$ cat config.mk
export PLATFORM = sky130hd
export DESIGN_NAME = spi_slave
export DESIGN_NICKNAME = d
export VERILOG_FILES = /design/src/rtl/spi_slave.sv
export SDC_FILE = /design/constraint.sdc
export NUM_CORES = 1
export LEC_CHECK = 0
export ABC_AREA = 1
export CORE_UTILIZATION = 35
export DETAILED_ROUTE_END_ITERATION = 8
export PLACE_DENSITY_LB_ADDON = 0.12
export SLEW_MARGIN = 20
export SYNTH_ARGS = -nofsm -noshare
export SYNTH_HDL_FRONTEND = slang
export SYNTH_SLANG_ARGS = --single-unit
$ cat constraint.sdc
create_clock -name spi_clk_i -period 1.9 [get_ports spi_clk_i]
set_clock_uncertainty 0.15 [all_clocks]
set_input_delay 0.19 -clock spi_clk_i [delete_from_list [all_inputs] [get_ports spi_clk_i]]
set_output_delay 0.19 -clock spi_clk_i [all_outputs]
set_load 0.01 [all_outputs]
$ cat src/rtl/spi_slave.sv
// SPI responder for the boot link: oversamples SS/SCK/MOSI in the system clock domain,
// samples MOSI on SCK rise, drives MISO on SCK fall and reports each complete frame.
module spi_slave #(
  parameter int FRAME_W     = 48,
  parameter int SYNC_STAGES = 2
) (
  input  logic               spi_clk_i,
  input  logic               spi_rst_i,
  input  logic               spi_fbo_i,
  input  logic [FRAME_W-1:0] transmission_data_i,
  input  logic               SS,
  input  logic               SCK,
  input  logic               MOSI,
  output logic               MISO,
  output logic               miso_oe_o,
  output logic               busy_o,
  output logic               done,
  output logic               frame_err_o,
  output logic [FRAME_W-1:0] received_data_o
);

  localparam int CNT_W = $clog2(FRAME_W + 1);
  localparam logic [CNT_W-1:0] LAST_BIT = CNT_W'(FRAME_W - 1);

  typedef enum logic [2:0] {S_IDLE, S_ACTIVE, S_DONE, S_WAIT_SS, S_ABORT} state_t;

  state_t state, state_nxt;

  logic [SYNC_STAGES-1:0] ss_sync, sck_sync, mosi_sync;
  logic                   ss_d, sck_d;
  logic                   ss_s, sck_s, mosi_s;
  logic                   sck_rise, sck_fall, ss_rise, ss_fall;
  logic                   last_rise, ss_gone_q;

  logic               fbo_q;
  logic [FRAME_W-1:0] tx_sh, rx_sh;
  logic [CNT_W-1:0]   bit_cnt;

  // SS history resets low so an SS already low at reset release never looks like a fall.
  always_ff @(posedge spi_clk_i or negedge spi_rst_i) begin
    if (!spi_rst_i) begin
      ss_sync   <= '0;
      ss_d      <= 1'b0;
      sck_sync  <= '1;
      sck_d     <= 1'b1;
      mosi_sync <= '1;
    end else begin
      ss_sync   <= {ss_sync[SYNC_STAGES-2:0], SS};
      sck_sync  <= {sck_sync[SYNC_STAGES-2:0], SCK};
      mosi_sync <= {mosi_sync[SYNC_STAGES-2:0], MOSI};
      ss_d      <= ss_s;
      sck_d     <= sck_s;
    end
  end

  assign ss_s      = ss_sync[SYNC_STAGES-1];
  assign sck_s     = sck_sync[SYNC_STAGES-1];
  assign mosi_s    = mosi_sync[SYNC_STAGES-1];
  assign sck_rise  = sck_s & ~sck_d;
  assign sck_fall  = ~sck_s & sck_d;
  assign ss_rise   = ss_s & ~ss_d;
  assign ss_fall   = ~ss_s & ss_d;
  assign last_rise = sck_rise && (bit_cnt == LAST_BIT);

  always_ff @(posedge spi_clk_i or negedge spi_rst_i) begin
    if (!spi_rst_i) state <= S_IDLE;
    else            state <= state_nxt;
  end

  always_comb begin
    state_nxt = state;
    unique case (state)
      S_IDLE:    if (ss_fall) state_nxt = S_ACTIVE;
      S_ACTIVE: begin
        // A final bit arriving with SS rise completes the frame rather than aborting it.
        if (last_rise)    state_nxt = S_DONE;
        else if (ss_rise) state_nxt = S_ABORT;
      end
      S_DONE:    state_nxt = (ss_gone_q || ss_rise) ? S_IDLE : S_WAIT_SS;
      S_WAIT_SS: if (ss_rise) state_nxt = S_IDLE;
      S_ABORT:   state_nxt = S_IDLE;
      default:   state_nxt = S_IDLE;
    endcase
  end

  always_ff @(posedge spi_clk_i or negedge spi_rst_i) begin
    if (!spi_rst_i) begin
      fbo_q           <= 1'b1;
      tx_sh           <= '1;
      rx_sh           <= '1;
      bit_cnt         <= '0;
      ss_gone_q       <= 1'b0;
      received_data_o <= '1;
    end else begin
      ss_gone_q <= (state == S_ACTIVE) && last_rise && ss_rise;
      if (state == S_IDLE && ss_fall) begin
        fbo_q   <= spi_fbo_i;
        tx_sh   <= transmission_data_i;
        rx_sh   <= '1;
        bit_cnt <= '0;
      end else if (state == S_ACTIVE) begin
        if (sck_rise) begin
          rx_sh   <= fbo_q ? {rx_sh[FRAME_W-2:0], mosi_s} : {mosi_s, rx_sh[FRAME_W-1:1]};
          bit_cnt <= bit_cnt + CNT_W'(1);
        end
        if (sck_fall && bit_cnt != '0)
          tx_sh <= fbo_q ? {tx_sh[FRAME_W-2:0], 1'b1} : {1'b1, tx_sh[FRAME_W-1:1]};
      end
      if (state == S_DONE) received_data_o <= rx_sh;
    end
  end

  always_comb begin
    MISO        = 1'b1;
    miso_oe_o   = 1'b0;
    busy_o      = 1'b0;
    done        = 1'b0;
    frame_err_o = 1'b0;
    unique case (state)
      S_ACTIVE: begin
        MISO      = fbo_q ? tx_sh[FRAME_W-1] : tx_sh[0];
        miso_oe_o = 1'b1;
        busy_o    = 1'b1;
      end
      S_DONE: begin
        miso_oe_o = 1'b1;
        busy_o    = 1'b1;
        done      = 1'b1;
      end
      S_WAIT_SS: begin
        miso_oe_o = 1'b1;
        busy_o    = 1'b1;
      end
      S_ABORT: begin
        busy_o      = 1'b1;
        frame_err_o = 1'b1;
      end
      default: ;
    endcase
  end

endmodule

==> impl_results.md <==
* DRT iter0 DRCs at between 300 and 400
* Final max-slew violation count at 0
* First-pass GRT wire length at 32,210 um
* FF-to-FF setup slack at 0.16 ns
* Slew headroom at between 60% and 70%
* Hold slack at 0.01899 ns
* Cell Chain, Critical Path: inv_4 > o211ai_1 > buf_2
* Minimum clock period at 1.874 ns
* Vias per cell at between 4 and 5
* Root buf cell: clkbuf_16
* Fmax at about 530 MHz
* GRT overflow at 0
* Fin cells at about 1,500
* Hpwl dp at 11,940 um
* Min-Delay Path Class: primary input to flip-flop
* Cells on Worst Hold Path at 1
* Worst-Margin Slew at 0.4929 ns
* Clk Latency, worst-skew pair at 0.42 ns
* Synth cell types at 27
* Final core utilization at between 40% and 50%
* H-Tree Level Count at 4
* Slowest cell on crit path: dfstp_4
* R2R cell count at 9
* Max Cap Viol at 0
* Clk pin slew, worst setup/hold paths at approximately 0.07 ns
* Cells after Synth at roughly 1,100
* Clk sinks at 163
* Cell count after placement at 1,436
* 1st-pass router iterations at 5
* Port bufs at roughly 110
* Die width at approximately 160 um
* Initial antenna violation count at 0
* GRT Overall Usage at between 10% and 20%
* Hold Violations, Final at 0
* Slowest stage delay, CP at roughly 0.63 ns
* Num ports at 107
* Synth Flop Type: dfstp_2
* Die ar. at 24,030 um2
* Clock buffer depth at 2
* Post-Syn Area at ~8200 um2
* Worst Path Arrival at approximately 1.5 ns
* Synth-to-layout area growth at 26.06%
* Post-Route WL at 18,930 um
* Post-synth EDFFs at 0
* CORE AREA at 22,780 um2
* Initial Utilization at 35.97%
* Ant diodes at 0
* RePlAce Congestion at 0.7508
* Hold Crit Start: SCK
* Fraction of layout cells with a size suffix above 1 at 20.29%
* Antenna-violating nets left at 0
* RSZ-0062 raised after global routing: true
* Final setup viols at 0
* Final net count at between 1,000 and 1,500
* DRC at 0
* Critical Path RT at 1.56 ns
* Filler Cell Count at 2,319
* Power per Cell Area at 1350 nW/um2
* CTS buffer count at 17
* Hold Path Sink: sck_sync[0]
* Pin count of the biggest net entering global routing at 96
* Kind of critical path: flip-flop to output port
* Rows at 55
* Yosys synthesis warning count at 0
* Critical Path Start Type: flip-flop
* Share of flip-flops with an asynchronous set or reset at 100.0%
* Crit-path max FO at 3
* Syn avg cell area at a little under 8 um2
* Most common cell after layout, fill and taps aside: nand2_1
* Reg2reg end: tx_sh[46]
* WL/cell at roughly 13 um
* Vias in the first global route at approximately 6,500
* Status: finished, final reports clean
* Register area share after synthesis at 52.07%
* VDD IR max at between 0.0006 and 0.0007 V
* Worst r2r src: state[0]
* Post-route setup slack at 0.02603 ns
* Most frequent cells in the layout: 398 x nand2_1, 149 x dfstp_2, 104 x o21ai_0, 100 x clkdlybuf4s50_1, 92 x o21ai_1
* Final period util at between 90% and 100%
* Worst setup EP type: output port
* Leakage at 4.431 nW
* Mapped Nets at 1,115
* Yosys reg bits at between 150 and 200
* Via count at slightly below 7,000
* Die H at 155.0 um
* CTS tree: done
* DP Worst Slack at 0.04387 ns
-- cells in the mapped netlist, types with 4 or more instances --
master    count  share of area, %
buf_6         4              0.55
dfstp_2     150                48
nand2_1     400                18
inv_1        83               3.8
o21ai_0     104               6.4
buf_2        44               2.7
dfrtp_1      13               4.0
o21ai_1      92               5.6
nor2_1       15              0.69
inv_2         5              0.23
nand3_1      58               3.5
a21oi_1      49               3.0
clkbuf_1     19              0.87
-- worst max-delay path: cells and delay by family (launching register included) --
kind            cells  cell delay, ns
compound gates      1            0.26
flops               1            0.63
buf+inv             2            0.23
-- state kept, by name, summed over array words and instances, names as in the netlist --
signal / count
bit_cnt: 6
fbo_q: 1
ss_gone_q: 1
sck_d: 1
tx_sh: 48
received_data_o: 48
ss_sync: 2
state: 3
ss_d: 1
sck_sync: 2
rx_sh: 48
mosi_sync: 2
-- cells by family (layout without fill, tap and decap cells) --
logic type,count (synthesis),after routing,share of synthesized area [%]
compound gates,247,247,15.15
xor+xnor,2,2,0.2138
fa+ha+maj,2,2,0.3053
buf+inv,160,259,8.505
flops,163,163,52.07
simple gates,485,485,23.76
-- power breakdown --
part / internal, mW / switching (mW) / total (mW)
sequential: 5.04 / 0.526 / 5.56
clock: 2.12 / 1.53 / 3.64
combinational: 1.76 / 2.98 / 4.74
-- repair_timing --
| item | in CTS | in global routing |
|---|---|---|
| hold buffers | 1 | 0 |
| pin swaps | 2 | 1 |
| resized for setup | 15 | 6 |
| setup endpoints to repair | 5 | 5 |
| buffers inserted | 2 | 0 |
| endpoints found under the hold margin | 54 | 0 |
-- stage by stage --
step | power, mW | TNS [ns] | instance area (um2)
after floorplan | 8.984 | 0 | 8194
after global placement | 10.29 | 0 | 9672
after detailed placement | 10.35 | 0 | 9672
after CTS | 14.09 | 0 | 10320
after global routing | 15.07 | -0.03098 | 10330
final | 13.95 | 0 | 10330
-- routing by layer --
metal  GRT usage [%]  up-vias  wire length [um]
met2           25.98      133              8614
met3           3.203       12               637
li1                -     3550                 -
met5               0        -                 0
met4           4.055        0               133
met1           22.93     3164              9546
-- how the worst max path moves through the flow --
stage                     start          to  cells after the start
floorplan           sck_sync[1]  bit_cnt[2]                      7
global placement          fbo_q        MISO                      3
detailed placement        fbo_q        MISO                      3
CTS                       fbo_q        MISO                      3
global route              fbo_q        MISO                      5
finish                    fbo_q        MISO                      3
-- area by class of cell --
type | count | area (um2) | area share [%]
Multi-Input combinational cell | 736 | 3248 | 31.44
Sequential cell | 163 | 4272 | 41.35
Timing Repair Buffer | 139 | 1460 | 14.14
Clock buffer | 18 | 429.2 | 4.155
Clock inverter | 14 | 195.2 | 1.890
Inverter | 88 | 334.1 | 3.234
Tap cell | 313 | 391.6 | 3.791
Note: power is estimated with default switching activity, not from simulation.
